[config.mk]
export PLATFORM = sky130hd
export DESIGN_NAME = uart_tx_fifo
export DESIGN_NICKNAME = d
export VERILOG_FILES = /design/src/rtl/uart_pkg.sv /design/src/rtl/uart_sync_fifo.sv /design/src/rtl/uart_tx_fifo.sv
export SDC_FILE = /design/constraint.sdc
export NUM_CORES = 1
export LEC_CHECK = 0
export CORE_ASPECT_RATIO = 1.75
export CORE_MARGIN = 5
export CORE_UTILIZATION = 25
export DETAILED_ROUTE_END_ITERATION = 10
export GPL_ROUTABILITY_DRIVEN = 0
export PLACE_DENSITY_LB_ADDON = 0.15
export SLEW_MARGIN = 25
export SYNTH_ARGS = -nofsm -noshare
export SYNTH_HDL_FRONTEND = slang
export SYNTH_SLANG_ARGS = --single-unit
[constraint.sdc]
create_clock -name sys_clk -period 6.83 [get_ports sys_clk]
set_input_delay 1.7075 -clock sys_clk [delete_from_list [all_inputs] [get_ports sys_clk]]
set_output_delay 1.7075 -clock sys_clk [all_outputs]
set_load 0.02 [all_outputs]
[src/rtl/uart_pkg.sv]
// Shared UART definitions: transmitter FSM states and baud divisor helper.
// Also used by the receiver side for its bit timing.
package uart_pkg;

   typedef enum logic [2:0] {
      ST_IDLE,
      ST_START,
      ST_DATA,
      ST_PARITY,
      ST_STOP
   } tx_state_t;

   function automatic int bit_cnt_calc(input int clk_freq, input int baud);
      return clk_freq / baud;
   endfunction

endpackage

[src/rtl/uart_sync_fifo.sv]
// Single-clock FIFO with first-word fall-through head and occupancy count.
// Full/empty are decoded from the registered count.
module uart_sync_fifo #(
   parameter int WIDTH = 8,
   parameter int DEPTH = 16
) (
   input  logic                     clk,
   input  logic                     rst,
   input  logic                     wr_en,
   input  logic                     rd_en,
   input  logic [WIDTH-1:0]         din,
   output logic [WIDTH-1:0]         dout,
   output logic                     full,
   output logic                     empty,
   output logic [$clog2(DEPTH):0]   count
);

   localparam int AW = $clog2(DEPTH);
   localparam logic [AW:0] ONE = 1;

   logic [WIDTH-1:0] mem [DEPTH];
   logic [AW-1:0]    wr_ptr;
   logic [AW-1:0]    rd_ptr;
   logic             wr_ok;
   logic             rd_ok;

   assign full  = (count == (AW+1)'(DEPTH));
   assign empty = (count == '0);
   assign wr_ok = wr_en && !full;
   assign rd_ok = rd_en && !empty;
   assign dout  = mem[rd_ptr];

   // Storage array; no reset needed, contents are qualified by count.
   always_ff @(posedge clk) begin
      if (wr_ok) mem[wr_ptr] <= din;
   end

   // Pointers wrap naturally at the power-of-two depth.
   always_ff @(posedge clk or posedge rst) begin
      if (rst) begin
         wr_ptr <= '0;
         rd_ptr <= '0;
         count  <= '0;
      end else begin
         if (wr_ok) wr_ptr <= wr_ptr + AW'(1);
         if (rd_ok) rd_ptr <= rd_ptr + AW'(1);
         unique case ({wr_ok, rd_ok})
            2'b10:   count <= count + ONE;
            2'b01:   count <= count - ONE;
            default: count <= count;
         endcase
      end
   end

endmodule

[src/rtl/uart_tx_fifo.sv]
// Buffered UART transmitter: byte FIFO feeding an 8-N-1 serialiser
// with optional parity bit ahead of the stop bit.
module uart_tx_fifo
   import uart_pkg::*;
#(
   parameter int CLK_FREQ   = 50_000_000,
   parameter int BAUD       = 9600,
   parameter int FIFO_DEPTH = 16,
   parameter int PARITY_EN  = 0,
   parameter int PARITY_ODD = 0
) (
   input  logic                          sys_clk,
   input  logic                          rst,
   input  logic [7:0]                    data_in,
   input  logic                          wr_en,
   output logic                          full,
   output logic                          overflow,
   output logic [$clog2(FIFO_DEPTH):0]   fifo_count,
   output logic                          busy_flag,
   output logic                          tx
);

   localparam int BIT_CNT = bit_cnt_calc(CLK_FREQ, BAUD);
   localparam int TW      = $clog2(BIT_CNT);

   tx_state_t     state;
   tx_state_t     state_nxt;
   logic [TW-1:0] bit_tmr;
   logic [2:0]    bit_idx;
   logic [7:0]    shreg;
   logic          par;
   logic          pop;
   logic          tx_nxt;
   logic          bit_tick;
   logic          empty;
   logic [7:0]    head;

   uart_sync_fifo #(
      .WIDTH (8),
      .DEPTH (FIFO_DEPTH)
   ) u_fifo (
      .clk   (sys_clk),
      .rst   (rst),
      .wr_en (wr_en),
      .rd_en (pop),
      .din   (data_in),
      .dout  (head),
      .full  (full),
      .empty (empty),
      .count (fifo_count)
   );

   assign bit_tick = (bit_tmr == TW'(BIT_CNT - 1));

   // Next state, FIFO pop and the line level for the coming cycle.
   always_comb begin
      state_nxt = state;
      pop       = 1'b0;
      tx_nxt    = 1'b1;
      unique case (state)
         ST_IDLE: begin
            if (!empty) begin
               pop       = 1'b1;
               state_nxt = ST_START;
            end
         end
         ST_START: begin
            tx_nxt = 1'b0;
            if (bit_tick) state_nxt = ST_DATA;
         end
         ST_DATA: begin
            tx_nxt = shreg[0];
            if (bit_tick && bit_idx == 3'd7)
               state_nxt = (PARITY_EN != 0) ? ST_PARITY : ST_STOP;
         end
         ST_PARITY: begin
            tx_nxt = par;
            if (bit_tick) state_nxt = ST_STOP;
         end
         ST_STOP: begin
            tx_nxt = 1'b1;
            if (bit_tick) begin
               if (!empty) begin
                  pop       = 1'b1;
                  state_nxt = ST_START;
               end else begin
                  state_nxt = ST_IDLE;
               end
            end
         end
         default: state_nxt = ST_IDLE;
      endcase
   end

   // State register, bit timer, shift register and latched parity.
   always_ff @(posedge sys_clk or posedge rst) begin
      if (rst) begin
         state   <= ST_IDLE;
         bit_tmr <= '0;
         bit_idx <= '0;
         shreg   <= '0;
         par     <= 1'b0;
      end else begin
         state <= state_nxt;
         if (pop) begin
            shreg   <= head;
            par     <= (^head) ^ (PARITY_ODD != 0);
            bit_tmr <= '0;
            bit_idx <= '0;
         end else if (state != ST_IDLE) begin
            if (bit_tick) begin
               bit_tmr <= '0;
               if (state == ST_DATA) begin
                  shreg   <= shreg >> 1;
                  bit_idx <= bit_idx + 3'd1;
               end
            end else begin
               bit_tmr <= bit_tmr + TW'(1);
            end
         end
      end
   end

   // Registered line, overflow pulse and busy indication.
   always_ff @(posedge sys_clk or posedge rst) begin
      if (rst) begin
         tx        <= 1'b1;
         overflow  <= 1'b0;
         busy_flag <= 1'b0;
      end else begin
         tx        <= tx_nxt;
         overflow  <= wr_en && full;
         busy_flag <= (state_nxt != ST_IDLE) || (fifo_count != '0);
      end
   end

endmodule

# [After elaboration in Yosys (flattened, before gate mapping)]
# Memory sizes are Yosys's and may differ from the RTL's.
# Index checks and enable logic that the tools add are counted.
[word_totals] ff_bits=44 latchBits=0 ramBits=128 rom_bits=0 input_bits=11 out_inout_bits=9 word_cells=70 n_memories=1
[mem_list] name="u_fifo.mem" words=16 width=8 read_ports=1 rd_ports_with_merged_regs=0 wr=1 line="uart_sync_fifo.sv:21" source="logic [WIDTH-1:0] mem [DEPTH];"
[op_classes] add_sub_neg=6 multipliers=0 div_mod_pow=0 order_cmp=0 eq_ne=9 n_shift=0 muxes=25 n_bitwise=0 reduce_logical=18
[op_table] op="$mux 13" n=3
[op_table] op="$mux 8" n=4
[op_table] op="$mux 3" n=9
[op_table] op="$pmux 3 s5" n=1
[op_table] op="$add 13x1->13 const B" n=1
[op_table] op="$eq 13x13->1 const B" n=1
[op_table] op="$pmux 5 s2" n=1
[op_table] op="$add 4x1->4 const B" n=2
[op_table] op="$reduce_bool 2->1" n=4
[op_table] op="$reduce_xor 8->1" n=1
[op_table] op="$eq 3x2->1 const B" n=2
[op_table] op="$eq 3x3->1 const B" n=2
[op_table] op="$reduce_bool 3->1" n=2
[op_table] op="$add 5x1->5 const B" n=1
[op_table] op="$eq 5x5->1 const B" n=1
[op_table] op="$logic_not 5->1" n=1
[op_table] op="$mux 1" n=5
[op_table] op="$reduce_bool 5->1" n=1
[op_table] op="$sub 5x1->5 const B" n=1
[op_table] op="$logic_and 1x1->1" n=4
[op_table] op="$add 3x1->3 const B" n=1
[op_table] op="$eq 3x1->1 const B" n=1
[op_table] op="$logic_not 3->1" n=1
[op_table] op="$pmux 1 s3" n=1
[op_table] op="other kinds (6)" n=7

# [Longest topological paths before layout]
[depth] ltp_word=7 ltp_mapped=16 depth_no_buf=13

# [Hierarchy]
# From an unflattened synthesis, not the netlist that was laid out.
[hier_totals] cells_unflattened=493 area_unflattened_um2=7487.2
[by_module_without_submodules] mod="uart_sync_fifo" instances=1 cells_each=333 area_each_um2=5789.3 seq_area_each_um2=4169.0
[by_module_without_submodules] mod="uart_tx_fifo" instances=1 cells_each=160 area_each_um2=1697.9 seq_area_each_um2=777.0

# [Worst setup path after synthesis]
# OpenSTA, ideal clock, no wires.
[synth_timing] path_kind="in2reg" from="in wr_en" to="reg u_fifo.count[4]" setup_ns=0.133 arrival_time_ns=3.577 required_ns=6.697 slack_ns=3.120 path_stages=13 path_buffers=2 cell_sequence="and2_1 clkbuf_1 inv_1 ha_1 clkbuf_1 xor2_1 ha_1 o21ai_0 a21oi_1 a21oi_1 xor2_1 nor2_1 xor2_1"
[synth_between] elab_chain_len=3 elab_cells_between_ends=5 cone_classes="eq/ne: 2; mux: 1; reduce/logical: 2"
[synth_rtl] element="start, declared" line="uart_tx_fifo.sv:15" source="input logic wr_en,"
[synth_rtl] element="$logic_and 1x1->1 *" line="uart_sync_fifo.sv:29" source="assign wr_ok = wr_en && !full;"
[synth_rtl] element="$eq 2x1->1 / $eq 2x2->1 (equally long branches)" line="uart_sync_fifo.sv:47" source="unique case ({wr_ok, rd_ok})"
[synth_rtl] element="$pmux 5 s2 / $reduce_bool 2->1 (equally long branches)"
[synth_rtl] element="end signal, assigned" line="uart_sync_fifo.sv:48" source="2'b10: count <= count + ONE;"
[synth_rtl] element="end signal, assigned" line="uart_sync_fifo.sv:49" source="2'b01: count <= count - ONE;"
[synth_rtl] element="end signal, assigned" line="uart_sync_fifo.sv:50" source="default: count <= count;"
[synth_rtl] element="end, declared" line="uart_sync_fifo.sv:15" source="output logic [$clog2(DEPTH):0] count"
# Mark *: on every way between the ends. The rest lies on a longest branch, timed or not.
# A chain may end at the register's enable or synchronous reset.

# [Worst setup path after layout]
# Same ends and word-level chain as after synthesis.

==> results.yml <==
clock_tree:
  cts_tree: "done"
  cts_setup_buffers: 0
  cts-buffers-inserted: 17
  cts_hold_buffers: 0
  cts_buffer_depth: 2
  cts_resized: 0
  cts_root_buf: "clkbuf_16"
  cts.sinks: 172
  clk_latency_ns: 0.43
  h-tree-depth: 4
  clk_pin_slew_ns: 0.07
placed_design:
  dp.final_hpwl_um: 10900
  port_buffers: 19
cells_and_area:
  nets: 498
  area_growth_pct: 15.9
  n_antenna_cell: 0
  fillerInstances: 2901
  drive_gt1_share_pct: 17.4
logic_synthesis:
  netlist_top_cells_area: "edfxtp_1, dfrtp_1, mux4_2"
  yosys_register_bits: 172
  synthFlopType: "edfxtp_1"
  synth_edf_count: 128
  synth_top_cell_by_area: "edfxtp_1"
  syn_area_per_cell_um2: 16.0
  yosys_warnings: 0
  syn_inst: 455
  ys_async_sr_fraction_pct: 25.6
  ys_types: 51
  synth_top_area_share_pct: 52.8
  synth_nets: 478
  synth-seq-area-share_pct: 67.9
  netlist_area_um2: 7280
grt:
  track_usage_pct: 9.90
  grt_pass1_wl_um: 24300
  busiest_layer: "met2"
  grt_overflow_total: 0
  gr-usage-met1_pct: 10.1
  grt_util_met3_pct: 2.42
  grt_pass1_vias: 4061
  grt_start_max_net_pins: 45
  grtUsageMet2_pct: 19.0
  antenna_found_initial: 0
sta:
  finalSetupTns_ns: 0
  rsz0062_at_grt: "no"
  setup_viol: 0
  finalCritPeriodShare_pct: 57.5
  slew_violations: 0
  finalClockSkew_ns: 0.00842
  finalHoldViolCount: 0
  fin_hold_ws_ns: 0.486
  period_minus_slack_ns: 3.93
  relSlewSlack_pct: 41.2
  worst-slew-pin-transition_ns: 0.879
  max_clock_freq_mhz: 255
routing:
  firstDrtPassIters: 4
  antenna_left: 0
  drt_iter0_markers: 293
  viasPerCell: 4.32
  drc: 0
  route.vias.total: 3738
  drt_wl_total_um: 15500
  routedWlPerCell_um: 17.9
power:
  power_leakage_uw: 0.00291
  p_per_area_nw_per_um2: 298
  peakVddDrop_v: 0.000151
critical_path:
  critical_path_buf_inv_count: 2
  start_kind: "input port"
  crit_slowest_cell: "clkdlybuf4s50_1"
  crit_path_start: "wr_en"
  cpPeakStageDelay_ns: 0.48
  crit_chain: "clkdlybuf4s50_1 > and2_1 > inv_1 > ha_1 > xor2_1 > ha_1 > o21ai_0 > a21oi_1 > a21oi_1 > xor2_1 > nor2_1 > xor2_1"
  path_class: "in2reg"
  cp-end-kind: "flip-flop"
  arrival_ns: 4.24
  worst_ep_required_time_ns: 7.14
  cp_common_cell: "xor2_1"
  cp_top_family: "buffers and inverters"
  r2r-start: "u_fifo.count[1]$_DFFE_PP0P_"
  crit_path_max_fanout: 9
status:
  status: "finished, final reports clean"
run:
  drv_cap: 0
floorplan:
  die_h_um: 236
  die_x_um: 139
  row_count: 82
  boundaryPins: 20
  dieArea_um2: 32800
  start_util_pct: 25.3
  fp.coreArea_um2: 28700
hold_path:
  worstHoldStart: "shreg[0]$_DFFE_PP0P_"
  hold_path_class: "reg2reg"
## per-layer routing
layer,wire [um],vias up
met4,357,0
met1,5880,1880
met3,441,24
li1,-,1777
met5,0,-
met2,8870,57
## layout by cell type (no fill, tap or decap), types with 2 or more instances in the layout
cell type | netlist | final
edfxtp_1 | 128 | 128
and2_1 | 3 | 3
nor3_2 | 1 | 3
inv_1 | 9 | 8
nor2b_1 | 4 | 4
nand2_1 | 41 | 41
xor2_1 | 10 | 10
nor2_1 | 24 | 24
o21ai_1 | 4 | 4
nand3_1 | 2 | 2
or3_1 | 2 | 2
mux2_2 | 2 | 2
a31oi_1 | 3 | 3
clkinv_4 | 0 | 2
nor3_1 | 7 | 5
xnor2_1 | 14 | 14
a22oi_1 | 18 | 18
a21oi_1 | 10 | 10
mux4_2 | 32 | 32
clkinv_2 | 0 | 3
nand4_1 | 4 | 4
inv_8 | 0 | 3
clkbuf_16 | 0 | 17
inv_6 | 0 | 7
dfrtp_1 | 43 | 42
mux2i_1 | 8 | 8
ha_1 | 12 | 12
buf_4 | 3 | 6
o21ai_0 | 14 | 14
clkdlybuf4s50_1 | 0 | 19
o21bai_1 | 2 | 2
nand2b_1 | 7 | 7
and3_1 | 7 | 7
a22o_1 | 2 | 2
## metrics by stage
step	total power (uW)	instance area [um2]	utilization (%)	std cells	worst slack [ns]
finish	2510	8440	29.4	866	2.90
global route	2630	8440	29.4	866	2.71
CTS	2550	8430	29.4	866	2.89
detailed placement	1630	7880	27.4	834	2.51
global placement	1620	7870	27.4	834	2.55
floorplan	1490	7280	-	455	3.12
## final timing paths
kind | end | slack [ns] | cells after the start
worst min register to register | shreg[0]$_DFFE_PP0P_ | 0.49 | 2
worst min-delay path | shreg[0]$_DFFE_PP0P_ | 0.49 | 2
worst max-delay path | u_fifo.count[4]$_DFFE_PP0P_ | 2.90 | 12
min in group asynchronous | u_fifo.count[0]$_DFFE_PP0P_ | 1.73 | 2
worst max register to register | u_fifo.count[4]$_DFFE_PP0P_ | 3.21 | 13
max in group asynchronous | u_fifo.rd_ptr[0]$_DFFE_PP0P_ | 4.54 | 2
## layout make-up
class,instances,area (um2),share of cell area [%]
well taps,378,473,5.61
clock buffers,18,429,5.09
repair buffers,25,235,2.79
clock inverters,14,123,1.45
multi-input cells,250,2190,26.0
inverters,9,35.0,0.415
flip-flops and latches,172,4950,58.6
## sequential cells by signal (all words and copies together) (netlist names), 3 cells and up
name,count
u_fifo.wr_ptr,4
u_fifo.mem,128
u_fifo.rd_ptr,4
bit_idx,3
shreg,8
u_fifo.count,5
state,3
bit_tmr,13
## report_power, final
part	leakage [uW]	switching, uW	internal [uW]
combinational	0.000928	184	121
clock	0.000277	431	480
sequential	0.00170	64.4	1230
total	0.00291	679	1830
## synth_stat cells, drive strengths merged, types with 3 or more instances
cell    number
a31oi        3
nand4        5
buf         15
ha          12
a22oi       18
dfrtp       43
xor2        10
o21ai       19
mux2i        8
edfxtp     128
mux4        32
nand2       41
inv          9
and2         3
nand2b       7
nor2        24
nand3        3
xnor2       15
nor2b        4
nor3         8
and3         7
clkbuf       9
a21oi       10
## worst min-delay path: cells and delay by family, from the launching register on
family,cells,cell delay [ns]
AOI/OAI and AO/OA,1,0.05
and+or+nand+nor,1,0.06
DFF,1,0.35
## cells by family after synthesis
family	synth area share (%)
simple gates	7.65
xor+xnor	3.11
buf+inv	2.06
compound gates	5.86
flops	67.9
mux	11.3
fa+ha+maj	2.06
Note: power is estimated with default switching activity, not from simulation.
